[src/rtl/sram_stream_loader.sv]
// Byte-stream to SRAM word loader: packs bytes little-endian into 4-lane words
// and issues one byte-masked SRAM write per (possibly partial) word.
module sram_stream_loader #(
  parameter int ADDR_W = 14,
  parameter int DATA_W = 32
) (
  input  logic              clk,
  input  logic              rst,
  input  logic              load_start,
  input  logic [ADDR_W-1:0] load_base,
  input  logic              in_valid,
  input  logic [7:0]        in_data,
  input  logic              in_last,
  output logic              in_ready,
  output logic              SRAM_CS,
  output logic              SRAM_OE,
  output logic [3:0]        SRAM_WEB,
  output logic [ADDR_W-1:0] SRAM_A,
  output logic [DATA_W-1:0] SRAM_DI,
  output logic              busy,
  output logic              load_done,
  output logic              overflow,
  output logic [ADDR_W:0]   word_count
);

  localparam int NUM_LANES = DATA_W / 8;
  localparam int LANE_W    = $clog2(NUM_LANES);

  typedef enum logic [1:0] {IDLE, FILL, WRITE, DONE} state_t;

  state_t                      state, state_nxt;
  logic [ADDR_W-1:0]           addr;
  logic [LANE_W-1:0]           lane;
  logic [NUM_LANES-1:0]        filled, filled_nxt;
  logic [NUM_LANES-1:0][7:0]   word_q, word_nxt;
  logic                        last_q;
  logic                        acc, word_end;

  assign acc      = (state == FILL) && in_valid;
  assign word_end = acc && ((lane == LANE_W'(NUM_LANES-1)) || in_last);

  // Per-lane byte insert; unaccepted lanes keep their (cleared) contents.
  for (genvar k = 0; k < NUM_LANES; k++) begin : g_lane
    logic hit;
    assign hit           = acc && (lane == LANE_W'(k));
    assign word_nxt[k]   = hit ? in_data : word_q[k];
    assign filled_nxt[k] = hit | filled[k];
  end

  always_comb begin
    state_nxt = state;
    case (state)
      IDLE:    if (load_start) state_nxt = FILL;
      FILL:    if (word_end)   state_nxt = WRITE;
      WRITE:   state_nxt = last_q ? DONE : FILL;
      DONE:    state_nxt = IDLE;
      default: state_nxt = IDLE;
    endcase
  end

  always_ff @(posedge clk or negedge rst) begin
    if (!rst) begin
      state      <= IDLE;
      addr       <= '0;
      lane       <= '0;
      filled     <= '0;
      word_q     <= '0;
      last_q     <= 1'b0;
      overflow   <= 1'b0;
      word_count <= '0;
      SRAM_A     <= '0;
      SRAM_DI    <= '0;
    end else begin
      state <= state_nxt;
      if (state == IDLE && load_start) begin
        addr       <= load_base;
        word_count <= '0;
        overflow   <= 1'b0;
        lane       <= '0;
        filled     <= '0;
        word_q     <= '0;
        last_q     <= 1'b0;
      end
      // Address/data are registered on the closing byte so they are stable
      // throughout WRITE and then simply hold.
      if (acc) begin
        word_q <= word_nxt;
        filled <= filled_nxt;
        lane   <= lane + LANE_W'(1);
        if (word_end) begin
          last_q  <= in_last;
          SRAM_A  <= addr;
          SRAM_DI <= word_nxt;
        end
      end
      if (state == WRITE) begin
        addr       <= addr + ADDR_W'(1);
        word_count <= word_count + (ADDR_W+1)'(1);
        if (&addr) overflow <= 1'b1;
        lane   <= '0;
        filled <= '0;
        word_q <= '0;
      end
    end
  end

  assign in_ready  = (state == FILL);
  assign SRAM_CS   = (state == WRITE);
  assign SRAM_OE   = 1'b0;
  assign SRAM_WEB  = SRAM_CS ? ~filled : '1;
  assign busy      = (state != IDLE);
  assign load_done = (state == DONE);

endmodule

[config.mk]
export PLATFORM = sky130hd
export DESIGN_NAME = sram_stream_loader
export DESIGN_NICKNAME = d
export VERILOG_FILES = /design/src/rtl/sram_stream_loader.sv
export SDC_FILE = /design/constraint.sdc
export NUM_CORES = 1
export LEC_CHECK = 0
export CAP_MARGIN = 20
export CORE_UTILIZATION = 55
export CTS_CLUSTER_DIAMETER = 100
export CTS_CLUSTER_SIZE = 14
export DETAILED_ROUTE_END_ITERATION = 12
export DONT_BUFFER_PORTS = 1
export PLACE_DENSITY = 0.77
export SYNTH_ARGS = -nofsm -noshare
export SYNTH_HDL_FRONTEND = slang
export SYNTH_SLANG_ARGS = --single-unit
[constraint.sdc]
create_clock -name clk -period 2.1 [get_ports clk]
set_clock_uncertainty 0.2 [all_clocks]
set_input_delay 0.105 -clock clk [delete_from_list [all_inputs] [get_ports clk]]
set_output_delay 0.105 -clock clk [all_outputs]
set_load 0.01 [all_outputs]
Word level (Yosys, flattened, before mapping)
Cells that the tools add are included.

storage, ports and cells
  ROM bits = 0
  latch bits = 0
  memories kept = 0
  bits in writable memories = 0
  output and inout bits = 71
  word-level logic and storage cells = 73
  register bits after elaboration = 117
  bits of input ports = 27

operators by class
  div/mod/pow operators = 0
  shifts and indexed selects = 0
  order comparisons = 0
  add/sub/neg operators = 3
  muxes and demuxes = 28
  bitwise logic cells = 5
  reduce and logical (&&, ||, !) cells = 16
  eq/ne operators = 8
  multipliers = 0

operators by type and width
  operator               number
  $mux 32                3
  $mux 8                 4
  $mux 15                2
  $mux 14                2
  $mux 4                 4
  $add 15x1->15 const B  1
  $add 14x1->14 const B  1
  $reduce_and 14->1      1
  $mux 2                 6
  $eq 2x2->1 const B     4
  $pmux 2 s4             1
  $logic_and 1x1->1      7
  $mux 1                 6
  $eq 2x1->1 const B     2
  $logic_not 2->1        2
  $not 4->4              1
  $or 1x1->1             4
  $reduce_and 2->1       2
  $reduce_bool 2->1      2
  $reduce_bool 3->1      1
  $add 2x1->2 const B    1
  $ne 2x1->1 const B     1
  $ne 2x2->1 const B     1
  $logic_or 1x1->1       1

Longest topological paths before layout
  depth in word-level cells = 6
  depth in mapped cells = 8
  mapped depth without buffers = 5

Worst setup path before layout
Ideal clock, no wire load.

  kind = register -> register
  start = register word_count[0]
  end = register word_count[10]
  stages on the path, launching flop included = 6
  data arrival time = 1.639 ns
  path slack = 0.181 ns
  path buffers = 0
  library setup time = 0.079 ns
  period minus slack after synthesis = 1.919 ns
  path through = dfrtp_1 ha_1 nand3_1 or4_1 nor2_1 mux2i_1

between the ends
  cells in the longest elaborated chain, start to end = 2

ends and longest elaborated chain
  item                    RTL line  source
  start, declared         23        output logic [ADDR_W:0] word_count
  start signal, assigned  98        word_count <= word_count + (ADDR_W+1)'(1);
  $add 15x1->15           98
  $mux 15                 96        if (state == WRITE) begin

Every way passes these cells.
A chain may end at the register's enable or synchronous reset.

Worst setup path in the final report
  start = register state[0]
  end = output SRAM_CS

between the ends
  cells in the longest elaborated chain, start to end = 1

ends and longest elaborated chain
  item                    RTL line  source
  start, declared         31        state_t state, state_nxt;
  start signal, assigned  74        state <= state_nxt;
  $eq 2x2->1              108       assign SRAM_CS = (state == WRITE);
  end, declared           15        output logic SRAM_CS,

Every way passes these cells.

==> results.py <==
metrics = {
    "setup_path": {
        "crit_family": "buffers and inverters",
        "cp-end-kind": "primary output",
        "worstPathCellList": "nand2b_4 -> buf_6 -> clkinvlp_4 -> buf_4 -> buf_4",
        "crit_fanout": 18,
        "crit_slowest_cell": "dfrtp_2",
        "critPathLaunchType": "register",
        "slowest_delay_ns": 0.42,
        "worst-path-buf-inv": 4,
        "crit_required_ns": 1.79,
        "critPathKind": "reg -> out",
        "critical_path.most_common_cell": "buf_4",
        "worstPathArrival_ns": 1.71,
    },
    "global_routing": {
        "gr-usage-met2_pct": 42.78,
        "grt_pass1_vias": 4055,
        "grt_start_max_net_pins": 118,
        "grt_usage_pct": 27.00,
        "met3_usage_pct": 7.628,
        "grt_pass1_wl_mm": 20.67,
        "grt_overflow": 0,
        "busiest_layer": "met2",
        "grt_util_met1_pct": 34.72,
        "antenna_found_initial": 3,
    },
    "yosys": {
        "synth_compound_area_share_pct": 16.12,
        "yosysTopAreaCell": "dfrtp_1",
        "synth.most_common_cell": "dfrtp_1",
        "syn_area_um2": 5331,
        "synth_flop_cell": "dfrtp_1",
        "synth_xor_area_share_pct": 0.1643,
        "synth_fa_ha_area_share_pct": 1.408,
        "syn_inst": 513,
        "synth-simple-area-share_pct": 16.08,
        "synth_cell_types": 45,
        "yosysWarnings": 0,
        "synth.mux.area_fraction_pct": 6.149,
        "syn_avg_cell_area_um2": 10.39,
        "synth_seq_cells": 117,
        "yosysSeqAreaShare_pct": 54.92,
        "synth-edff-count": 0,
        "synth_top_family_by_area": "compound AO/OA/AOI/OAI gates",
        "netlist_top_cells_count": "117 x dfrtp_1, 84 x nand2_1, 50 x nor2_1, 34 x a22o_1, 28 x a31oi_1",
        "ys_top_cells_by_area": "dfrtp_1 55%, nand2_1 5.9%, a22o_1 5.6%, nor2_1 3.5%, a31oi_1 3.3%",
        "async_reset_ff_share_pct": 100.0,
        "synth_nets": 546,
        "synth_top_area_share_pct": 54.92,
    },
    "status": {
        "violations": "negative hold slack",
        "status": "finished with violations",
    },
    "die": {
        "start_util_pct": 57.16,
        "die_w_um": 100.5,
        "pin_count": 98,
        "die_h_um": 100.5,
        "core.rowCount": 35,
        "floorplan.core_area_um2": 9328,
        "die-area_um2": 10090,
    },
    "sta": {
        "hold_viol": 117,
        "slew_violations": 0,
        "tns_ns": 0,
        "worst_slack_ns": 0.08686,
        "period_minus_slack_ns": 2.013,
        "fin_hold_ws_ns": -0.9159,
        "rsz0062_at_grt": "no",
        "setup_violations": 0,
        "max_freq_mhz": 496.7,
        "min_period_over_period_pct": 95.86,
    },
    "final_layout": {
        "drive_gt1_share_pct": 14.80,
        "area_growth_pct": 20.07,
        "layout.nets": 574,
        "stdcell_count": 685,
    },
    "hold_path": {
        "hp-class": "in -> async",
    },
    "clocking": {
        "cts_tree": "built",
        "numCtsBuffers": 17,
        "htreeDepth": 4,
        "postCtsHoldBufs": 25,
        "insertion_delay_ns": 0.51,
        "cts_root_buf": "clkbuf_8",
        "path_clk_slew_ns": 0.06,
        "ctsLongestPathBuffers": 2,
        "clkSinkCount": 117,
    },
    "power_and_ir_drop": {
        "ir_drop_mv": 0.8474,
        "power_density_nw_per_um2": 1529,
        "leakagePower_uw": 0.002796,
        "finalPower_uw": 9787,
    },
    "route": {
        "wl_per_cell_um": 18.75,
        "antenna_left": 0,
        "vias": 4153,
        "drc_errors": 0,
        "first_pass_iters": 5,
        "drt-initial-drc-count": 252,
        "vias_per_cell": 6.063,
        "routed_wl_mm": 12.84,
    },
    "place": {
        "portBuffers": 0,
        "gp_congestion": 0.8551,
        "dp.cells": 622,
        "place_ws_ns": 0.1594,
        "dp_hpwl_mm": 7.803,
    },
    "flow_run": {
        "cap_violations": 0,
    },
}
==> kinds of logic (layout without fill, tap and decap cells) <==
family	after synthesis	in the layout
AOI/OAI and AO/OA	123	123
xor gates and xnor gates	1	1
other	1	3
adders and majority gates	6	6
buffers and inverters	50	91
muxes	31	31
DFF	117	117
and+or+nand+nor	184	184
==> final cells by class <==
| class | count | area (um2) |
|---|---|---|
| diodes | 2 | 5.005 |
| clock buffers | 17 | 414.1 |
| clock inverters | 15 | 250.2 |
| fillers | 663 | 2927 |
| inverters | 9 | 37.54 |
| multi-input cells | 346 | 2137 |
| flip-flops and latches | 117 | 2929 |
| well taps | 129 | 161.4 |
| repair buffers | 50 | 466.7 |
==> layer usage <==
metal  part of all wire (%)  up-vias
met2                     49      167
met1                     42     2069
met5                   0.10        -
met3                    6.5       24
li1                       -     1891
met4                    2.3        2
==> worst register-to-register path: stages (launching register included) <==
cell	delay (ns)
dfrtp_1	0.43
and3_1	0.40
nand3_1	0.22
or4_1	0.54
nand4_1	0.09
==> stage by stage <==
step	hold slack, ns	area, um2	util [%]
global placement	-0.3880	5443	58.35
finish	-0.9159	6401	68.63
detailed placement	-0.3881	5443	58.35
floorplan	-0.3906	5331	-
CTS	-0.9285	6377	68.37
global route	-0.9420	6399	68.60
==> timing repair <==
action                     in CTS  in global routing
setup endpoints to repair       5                  5
pin swaps                       0                  0
resized for setup               2                  1
hold endpoints to repair      220                117
setup buffers                   2                  2
==> cells in the final DEF, fill, tap and decap left out, types with 13 or more instances in the layout <==
| cell type | count |
|---|---|
| a21oi_1 | 18 |
| mux2i_1 | 17 |
| nand2_1 | 84 |
| a31oi_1 | 28 |
| dlygate4sd3_1 | 25 |
| nand3_1 | 15 |
| a22o_1 | 34 |
| buf_4 | 22 |
| clkbuf_16 | 16 |
| mux2_2 | 14 |
| nor2_1 | 50 |
| dfrtp_1 | 116 |
| o21ai_0 | 13 |
==> registers in the layout, summed over array words and instances (netlist names), 2 cells and up <==
name        count
filled          4
word_count     15
SRAM_A         14
SRAM_DI        32
lane            2
addr           14
word_q         32
state           2
==> worst paths after layout <==
check                        startpoint        endpoint  slack, ns  cells after the start
max                            state[0]         SRAM_CS       0.09                      5
min in group clk           load_base[4]         addr[4]       0.10                      3
min reg2reg                      last_q        state[1]       0.28                      1
max reg2reg                     addr[5]        addr[13]       0.15                      4
min                                 rst  word_count[13]      -0.92                      0
max in group asynchronous           rst      word_q[16]       2.46                      0
==> where the power goes <==
part           switching (uW)  internal, uW  total [uW]
clock network            1070          2180        3240
logic                    1330          1140        2460
registers                 954          3130        4080
No activity file was read; power rests on OpenSTA's default activity.
